$ cat src/rtl/gol_pkg.sv
// gol_pkg: shared constants and types for the Game-of-Life loader and engine.
//   - board geometry defaults (BIT_WIDTH, BIT_HEIGHT, BOARD_CELLS)
//   - loader state enum (CHECK state exists only with GOL_LOADER_CHECKSUM_EN)
//   - preset select encodings and the four preset board constants
// Board bit index = row*8 + col; col 0 is the leftmost cell.
package gol_pkg;

  localparam int BIT_WIDTH   = 3;
  localparam int BIT_HEIGHT  = 3;
  localparam int BOARD_CELLS = 1 << (BIT_WIDTH + BIT_HEIGHT);

`ifdef GOL_LOADER_CHECKSUM_EN
  typedef enum logic [1:0] {ST_IDLE, ST_RECV, ST_HOLD, ST_CHECK} ld_state_e;
`else
  typedef enum logic [1:0] {ST_IDLE, ST_RECV, ST_HOLD} ld_state_e;
`endif

  localparam logic [1:0] PRESET_UW      = 2'd0;
  localparam logic [1:0] PRESET_GLIDER  = 2'd1;
  localparam logic [1:0] PRESET_BLINKER = 2'd2;
  localparam logic [1:0] PRESET_CLEAR   = 2'd3;

  // Row 7 is the most significant byte.
  localparam logic [BOARD_CELLS-1:0] PRESET_UW_BITS      = 64'h50A8_8888_0609_0909;
  localparam logic [BOARD_CELLS-1:0] PRESET_GLIDER_BITS  = 64'h0000_0000_0007_0402;
  localparam logic [BOARD_CELLS-1:0] PRESET_BLINKER_BITS = 64'h0000_0000_3800_0000;
  localparam logic [BOARD_CELLS-1:0] PRESET_CLEAR_BITS   = '0;

endpackage

$ cat src/rtl/gol_preset_rom.sv
// gol_preset_rom: combinational preset pattern lookup.
//   preset_sel in  2           : PRESET_* select
//   pattern    out BOARD_CELLS : board image, bit index = row*8+col
module gol_preset_rom
  import gol_pkg::*;
(
  input  logic [1:0]             preset_sel,
  output logic [BOARD_CELLS-1:0] pattern
);

  always_comb begin
    pattern = PRESET_CLEAR_BITS;
    case (preset_sel)
      PRESET_UW:      pattern = PRESET_UW_BITS;
      PRESET_GLIDER:  pattern = PRESET_GLIDER_BITS;
      PRESET_BLINKER: pattern = PRESET_BLINKER_BITS;
      default:        pattern = PRESET_CLEAR_BITS;
    endcase
  end

endmodule

$ cat src/rtl/gol_pattern_loader.sv
// gol_pattern_loader: builds a seed board from a row-byte stream or a preset
// ROM and holds it on a valid/ready output until the engine takes it.
// Ports:
//   clk, rst_n (async, active-low)
//   load_start   : pulse, start stream load (IDLE only, wins over preset_load)
//   preset_load  : pulse, commit ROM[preset_sel] (IDLE only)
//   in_data/in_valid/in_ready : row byte stream, byte k -> row k, bit j -> col j
//   board/board_valid/board_ready : committed board handshake
//   busy : state != IDLE
//   err  : sticky, set on inter-byte timeout (or checksum mismatch), cleared
//          by the next load_start
// Config macro: GOL_LOADER_CHECKSUM_EN adds a 9th XOR-checksum byte and a
// one-cycle CHECK state before commit.
// Presets are 8x8 images; in_data is one 8-cell row.
module gol_pattern_loader #(
  parameter int BIT_WIDTH  = gol_pkg::BIT_WIDTH,
  parameter int BIT_HEIGHT = gol_pkg::BIT_HEIGHT,
  parameter int TIMEOUT_W  = 20
) (
  input  logic                                 clk,
  input  logic                                 rst_n,
  input  logic                                 load_start,
  input  logic                                 preset_load,
  input  logic [1:0]                           preset_sel,
  input  logic [7:0]                           in_data,
  input  logic                                 in_valid,
  output logic                                 in_ready,
  output logic [2**(BIT_WIDTH+BIT_HEIGHT)-1:0] board,
  output logic                                 board_valid,
  input  logic                                 board_ready,
  output logic                                 busy,
  output logic                                 err
);
  import gol_pkg::*;

  localparam int CELLS = 2**(BIT_WIDTH+BIT_HEIGHT);
  localparam int ROW_W = 2**BIT_WIDTH;
  localparam int ROWS  = 2**BIT_HEIGHT;
`ifdef GOL_LOADER_CHECKSUM_EN
  localparam int CNT_W = BIT_HEIGHT + 1;   // one extra count for the checksum byte
`else
  localparam int CNT_W = BIT_HEIGHT;       // wraps to 0 on the last row
`endif

  ld_state_e              state, state_nx;
  logic [CNT_W-1:0]       cnt;
  logic [TIMEOUT_W-1:0]   tmo;
  logic [CELLS-1:0]       shadow, shadow_wr;
  logic [BOARD_CELLS-1:0] rom_pat;
  logic                   last_byte;

  gol_preset_rom u_rom (.preset_sel(preset_sel), .pattern(rom_pat));

  assign in_ready = (state == ST_RECV);
  assign busy     = (state != ST_IDLE);

`ifdef GOL_LOADER_CHECKSUM_EN
  logic [ROW_W-1:0] chk;
  logic [ROW_W-1:0] xsum;
  logic             chk_ok;
  assign last_byte = (cnt == CNT_W'(ROWS));
  always_comb begin
    xsum = '0;
    for (int r = 0; r < ROWS; r++) xsum ^= shadow[r*ROW_W +: ROW_W];
  end
  assign chk_ok = (xsum == chk);
`else
  assign last_byte = (cnt == CNT_W'(ROWS-1));
`endif

  // Shadow with the incoming byte merged in, so the last row commits in the
  // same cycle it is accepted.
  always_comb begin
    shadow_wr = shadow;
    shadow_wr[cnt[BIT_HEIGHT-1:0]*ROW_W +: ROW_W] = in_data;
  end

  always_comb begin
    state_nx = state;
    case (state)
      ST_IDLE: begin
        if (load_start)       state_nx = ST_RECV;
        else if (preset_load) state_nx = ST_HOLD;
      end
      ST_RECV: begin
        if (in_valid) begin
`ifdef GOL_LOADER_CHECKSUM_EN
          if (last_byte) state_nx = ST_CHECK;
`else
          if (last_byte) state_nx = ST_HOLD;
`endif
        end else if (tmo == '1) begin
          state_nx = ST_IDLE;
        end
      end
`ifdef GOL_LOADER_CHECKSUM_EN
      ST_CHECK: state_nx = chk_ok ? ST_HOLD : ST_IDLE;
`endif
      ST_HOLD:  if (board_ready) state_nx = ST_IDLE;
      default:  state_nx = ST_IDLE;
    endcase
  end

  always_ff @(posedge clk or negedge rst_n) begin
    if (!rst_n) begin
      state       <= ST_IDLE;
      board       <= '0;
      board_valid <= 1'b0;
      err         <= 1'b0;
      cnt         <= '0;
      tmo         <= '0;
      shadow      <= '0;
`ifdef GOL_LOADER_CHECKSUM_EN
      chk         <= '0;
`endif
    end else begin
      state <= state_nx;
      case (state)
        ST_IDLE: begin
          if (load_start) begin
            cnt    <= '0;
            tmo    <= '0;
            shadow <= '0;
            err    <= 1'b0;
          end else if (preset_load) begin
            board       <= CELLS'(rom_pat);
            board_valid <= 1'b1;
          end
        end
        ST_RECV: begin
          if (in_valid) begin
            tmo <= '0;
            cnt <= cnt + 1'b1;
`ifdef GOL_LOADER_CHECKSUM_EN
            if (last_byte) chk    <= in_data;
            else           shadow <= shadow_wr;
`else
            shadow <= shadow_wr;
            if (last_byte) begin
              board       <= shadow_wr;
              board_valid <= 1'b1;
            end
`endif
          end else if (tmo == '1) begin
            err <= 1'b1;
          end else begin
            tmo <= tmo + 1'b1;
          end
        end
`ifdef GOL_LOADER_CHECKSUM_EN
        ST_CHECK: begin
          if (chk_ok) begin
            board       <= shadow;
            board_valid <= 1'b1;
          end else begin
            err <= 1'b1;
          end
        end
`endif
        ST_HOLD: if (board_ready) board_valid <= 1'b0;
        default: ;
      endcase
    end
  end

endmodule

$ cat config.mk
export PLATFORM = sky130hd
export DESIGN_NAME = gol_pattern_loader
export DESIGN_NICKNAME = d
export VERILOG_FILES = /design/src/rtl/gol_pkg.sv /design/src/rtl/gol_preset_rom.sv /design/src/rtl/gol_pattern_loader.sv
export SDC_FILE = /design/constraint.sdc
export NUM_CORES = 1
export LEC_CHECK = 0
export ABC_CLOCK_PERIOD_IN_PS = 3550
export BUFFER_PORTS_ARGS = -buffer_cell sky130_fd_sc_hd__buf_4
export CAP_MARGIN = 20
export CORE_ASPECT_RATIO = 0.5
export CORE_MARGIN = 1.5
export CORE_UTILIZATION = 45
export CTS_CLUSTER_DIAMETER = 40
export DETAILED_ROUTE_END_ITERATION = 12
export PLACE_DENSITY = 0.67
export REMOVE_ABC_BUFFERS = 1
export SETUP_SLACK_MARGIN = 0.15
export SLEW_MARGIN = 15
export SYNTH_ARGS = -nofsm -noshare
export SYNTH_HDL_FRONTEND = slang
export SYNTH_HIERARCHICAL = 1
export SYNTH_SLANG_ARGS = --single-unit
$ cat constraint.sdc
create_clock -name clk -period 3.55 [get_ports clk]
set_input_delay 0.71 -clock clk [delete_from_list [all_inputs] [get_ports clk]]
set_output_delay 0.71 -clock clk [all_outputs]
set_load 0.02 [all_outputs]
## After elaboration in Yosys (flattened, before gate mapping)

Index checks and enable logic that the tools add are counted.

| cells by class | value |
|---|---|
| reduce and logical (&&, ||, !) cells | 11 |
| shift operators | 2 |
| mux-type cells | 34 |
| $add $sub $neg | 3 |
| equality and inequality tests | 18 |

Operator list:

| operator | count |
|---|---|
| $mux 64 | 6 |
| $pmux 64 s2 | 2 |
| $pmux 63 s3 | 1 |
| $bwmux 64 | 1 |
| $shift 8x34->64 const A | 1 |
| $shiftx 8x34->64 | 1 |
| $mux 20 | 3 |
| $pmux 20 s2 | 1 |
| $neg 6->34 | 1 |
| $add 20x1->20 const B | 1 |
| $eq 20x20->1 const B | 1 |
| $mux 2 | 6 |
| $ne 2x2->1 const B | 6 |
| $mux 1 | 8 |
| $reduce_and 4->1 | 2 |
| $mux 3 | 2 |
| $ne 3x2->1 const B | 2 |
| $ne 3x3->1 const B | 2 |
| $pmux 2 s3 | 1 |
| $pmux 3 s2 | 1 |
| $reduce_and 3->1 | 2 |
| $reduce_and 6->1 | 1 |
| $reduce_and 5->1 | 1 |
| $eq 2x1->1 const B | 2 |
| 9 further kinds | 13 |

| storage, ports and cells | value |
|---|---|
| output and inout port bits | 68 |
| bits in registers | 155 |

## Depth between registers and ports, before layout

| depth | value |
|---|---|
| depth in word-level cells | 6 |
| depth in mapped cells | 10 |
| depth with buffers taken out | 7 |

## Hierarchy

The synthesis kept the hierarchy.

By module, submodules not included:

| module | area each (µm²) | times used | cells an instance |
|---|---|---|---|
| gol_pattern_loader | 7676.1 | 1 | 811 |
| gol_preset_rom | 476.7 | 1 | 65 |

## Worst setup path before layout

OpenSTA, ideal clock, no wires.

| path | value |
|---|---|
| kind | reg-to-reg |
| start | register cnt[0] |
| end | register board[62] |
| period minus slack after synthesis | 2.623 ns |
| slack | 0.927 ns |
| stages on the path, launching flop included | 11 |
| arrival time | 2.505 ns |
| setup time | 0.118 ns |
| buffers on the path | 3 |
| cell sequence | dfrtp_1 clkbuf_1 inv_1 ha_1 ha_1 clkbuf_1 nor4b_1 clkbuf_1 mux2i_1 a211oi_1 a21o_1 |

| on the way | value |
|---|---|
| cells in the longest elaborated chain, start to end | 6 |
| elaborated cells on any way between the ends | 10 |

Ends and longest elaborated chain:

| element | line | source |
|---|---|---|
| start, declared | gol_pattern_loader.sv:46 | `logic [CNT_W-1:0] cnt;` |
| start signal, assigned | gol_pattern_loader.sv:133 | `cnt <= cnt + 1'b1;` |
| $neg 6->34 | gol_pattern_loader.sv:75 | `shadow_wr[cnt[BIT_HEIGHT-1:0]*ROW_W +: ROW_W] = in_data;` |
| $shiftx 8x34->64 or $shift 8x34->64 (tied branches) | gol_pattern_loader.sv:75 |  |
| $bwmux 64 | gol_pattern_loader.sv:75 |  |
| $mux 64 | gol_pattern_loader.sv:139 | `if (last_byte) begin` |
| $mux 64 | gol_pattern_loader.sv:131 | `if (in_valid) begin` |
| $pmux 64 s2 | gol_pattern_loader.sv:118 | `case (state)` |
| end signal, assigned | gol_pattern_loader.sv:126 | `board <= CELLS'(rom_pat);` |
| end signal, assigned | gol_pattern_loader.sv:140 | `board <= shadow_wr;` |
| end, declared | gol_pattern_loader.sv:28 | `output logic [2**(BIT_WIDTH+BIT_HEIGHT)-1:0] board,` |

Parallel ways exist; a longest one is shown, timed or not. The select of a mux whose other input is x is not followed.
A chain may end at the register's enable or synchronous reset.

## Worst setup path in the final report

| path | value |
|---|---|
| start | register cnt[0] |
| end | register board[10] |

The elaborated chain is that of the path after synthesis.

==> results.toml <==
[run_status]
status = "finished with violations"
violations = "design-rule violations"

[die]
core_mm2 = 0.0176
io_pins = 84
die_w_um = 193
num_rows = 34
dieArea_mm2 = 0.0190
initial_core_util_pct = 46.4
die_h_um = 98.2

[setup_path]
cp_max_fo = 16
reg2reg_slack_ns = 0.73
cp_top_family = "adder cells"
cp_slowest_cell = "dfrtp_1"
cpPeakStageDelay_ns = 0.62
cpMostUsedCell = "ha_1"
worstSetupStartpoint = "cnt[0]"
r2r_start = "cnt[0]"
path_buf_inv = 1
critPathRequiredTime_ns = 3.87
crit_path_cell_trace = "inv_1 > ha_1 > ha_1 > nand4b_1 > mux2i_1 > a211oi_1 > a21o_1"
worst_setup_path_end_kind = "register"
worstPathArrival_ns = 3.14
worstRegToRegCells = 7
critPathLaunchType = "register"
path_class = "reg -> reg"
crit_end = "board[10]"
r2r_end = "board[10]"
path_depth = 7

[pwr]
powerDensity_mw_per_mm2 = 828
leakage_nw = 4.33
vdd_drop_max_uv = 313

[sta]
finalCriticalPeriod_ns = 2.82
final_hold_viol_count = 0
slew_violations = 0
tightest_slew_ns = 0.843
fmax_mhz = 354
rsz0062_at_grt = "false"
hold_ws_ns = 0.331
finalWorstSetupSlack_ns = 0.727
fin_crit_sh_pct = 79.5
setup_viol = 0
skew_ns = 0.0177
relSlewSlack_pct = 43.7

[synth]
synthFlopType = "dfrtp_1"
ys_seq_area_share_pct = 47.6
ys_seq_elements = 155
synthSimpleGateAreaFrac_pct = 15.5
synth_top_family_by_area = "compound AO/OA/AOI/OAI gates"
synth-async-reset-ratio_pct = 100
synth_fa_ha_area_share_pct = 0.921
avgSynthCellArea_um2 = 9.31
netlist_area_mm2 = 0.00815
synthesis.instances = 876
synth_edf_count = 0
synth_compound_area_share_pct = 19.5
yosysWarnings = 6
ys_types = 49
synthMuxAreaShare_pct = 7.01
synthXorXnorAreaFrac_pct = 0

[cts]
clk_pin_slew_worst_paths_ns = 0.08
cts_tree = "yes"
ctsLongestPathBuffers = 2
root_buffer = "clkbuf_16"
htreeDepth = 4
hold_buffers = 0
cts.sinks = 155
clk-insertion-delay-late_ns = 0.44
post_cts_buffers = 0
numCtsBuffers = 17
ctsResizeCount = 0

[routing]
drt_wl_total_mm = 20.2
drt-vias-per-instance = 5.57
vias = 6416
drt-wirelength-per-cell_um = 17.5
first_iter_violations = 429
drt_pass1_iterations = 9
antenna_left = 0
drc = 3

[global_route]
grt_pass1_vias = 6264
grt_pass1_wl_mm = 33.2
antenna_found_initial = 0
grt_max_degree = 83
grt_overflow = 0
grt_util_all_layers_pct = 22.2

[place]
dp_hpwl_mm = 12.5
gp_congestion = 0.829
pre_cts_slack_ns = 0.795
portBuffers = 83

[layout]
area_delta_synth_final_pct = 13.8
nNetsFinal = 927
drive_above_1_share_pct = 16.6
num_antenna_cells = 0
layout_commonest_cell = "dfrtp_1"
layout_common_cells = "155 x dfrtp_1, 120 x nand2_1, 101 x buf_4"
fillers = 1561
post-route-util_pct = 52.8

[hold_path]
hp-class = "in -> async"

[job]
maxCapViolations = 0
[cell type report]
class	count	area [um2]	share of cell area [%]
sequential	155	3880	41.8
multi-input combinational	617	3680	39.7
timing repair buffer	103	790	8.51
clock buffer	17	425	4.59
tap	234	293	3.16
clock inverter	15	164	1.77
inverter	11	41.3	0.445
[cells in the mapped netlist, types with 2 or more instances]
cell type	instances	area [um2]
a21oi_1	17	85.1
and3_1	9	56.3
or3_1	4	25.0
buf_4	60	450
nor3_1	5	25.0
a21o_1	33	248
ha_1	6	75.1
nor4_1	6	37.5
o211ai_1	17	128
a311oi_1	8	70.1
nand2b_1	8	50.1
or2_2	2	12.5
o21ai_0	92	460
a21boi_0	8	60.1
inv_1	11	41.3
o31ai_1	8	60.1
buf_1	2	7.51
nand4_1	14	87.6
nand2_1	121	454
clkbuf_2	2	10.0
nand3_1	24	120
buf_2	9	45.0
clkbuf_1	59	221
o21ai_1	18	90.1
nor2_1	38	143
or4_1	7	52.6
nand4b_1	2	17.5
dfrtp_1	155	3880
nor4bb_1	2	20.0
and2_1	12	75.1
a211oi_1	34	255
mux2i_1	56	561
or4b_1	2	20.0
a31oi_1	9	56.3
o21ba_2	2	20.0
[sequential cells by signal, indices dropped and copies added, names as in the netlist]
| name | cells |
|---|---|
| board | 64 |
| shadow | 64 |
| tmo | 20 |
| cnt | 3 |
| state | 2 |
| board_valid | 1 |
| err | 1 |
[metrics by stage]
stage	power [W]	TNS (ns)	std cells	instance area [um2]
floorplan	0.00454	-32.41	783	7560
global placement	0.00580	0	1120	8690
detailed placement	0.00588	0	1120	8690
CTS	0.00772	0	1152	9280
global route	0.00815	0	1152	9280
finish	0.00768	0	1152	9280
[worst reg2reg max path, cell delays in order (launching register included)]
cell      delay (ns)
dfrtp_1         0.62
inv_1           0.09
ha_1            0.24
ha_1            0.47
nand4b_1        0.57
mux2i_1         0.39
a211oi_1        0.13
a21o_1          0.19
[routing by layer]
layer | GRT usage, % | share of wire [%]
met5 | 0 | 0
met4 | 6.66 | 1.2
met3 | 4.04 | 4.2
met2 | 35.2 | 47
met1 | 31.2 | 48
[cell families (layout without fill, tap and decap cells)]
| group | after synthesis | in the layout |
|---|---|---|
| muxes | 57 | 57 |
| and+or+nand+nor | 263 | 263 |
| buffers and inverters | 143 | 146 |
| other | 1 | 40 |
| AOI/OAI and AO/OA | 251 | 251 |
| DFF | 155 | 155 |
| adders and majority gates | 6 | 6 |
[worst min path at each step]
stage / cells past startpoint / to / slack (ns) / from
CTS: 1 / board[28] / 0.36 / rst_n
detailed placement: 2 / shadow[32] / 0.46 / shadow[32]
global placement: 2 / shadow[38] / 0.46 / shadow[38]
global route: 1 / board[26] / 0.39 / rst_n
finish: 1 / shadow[56] / 0.33 / rst_n
floorplan: 0 / board[0] / 0.41 / rst_n
[power breakdown]
| group | switching [W] | internal [W] |
|---|---|---|
| registers | 0.000355 | 0.00228 |
| logic | 0.00203 | 0.00119 |
| clock network | 0.000880 | 0.000949 |
| total | 0.00326 | 0.00442 |
Note: power is estimated with default switching activity, not from simulation.
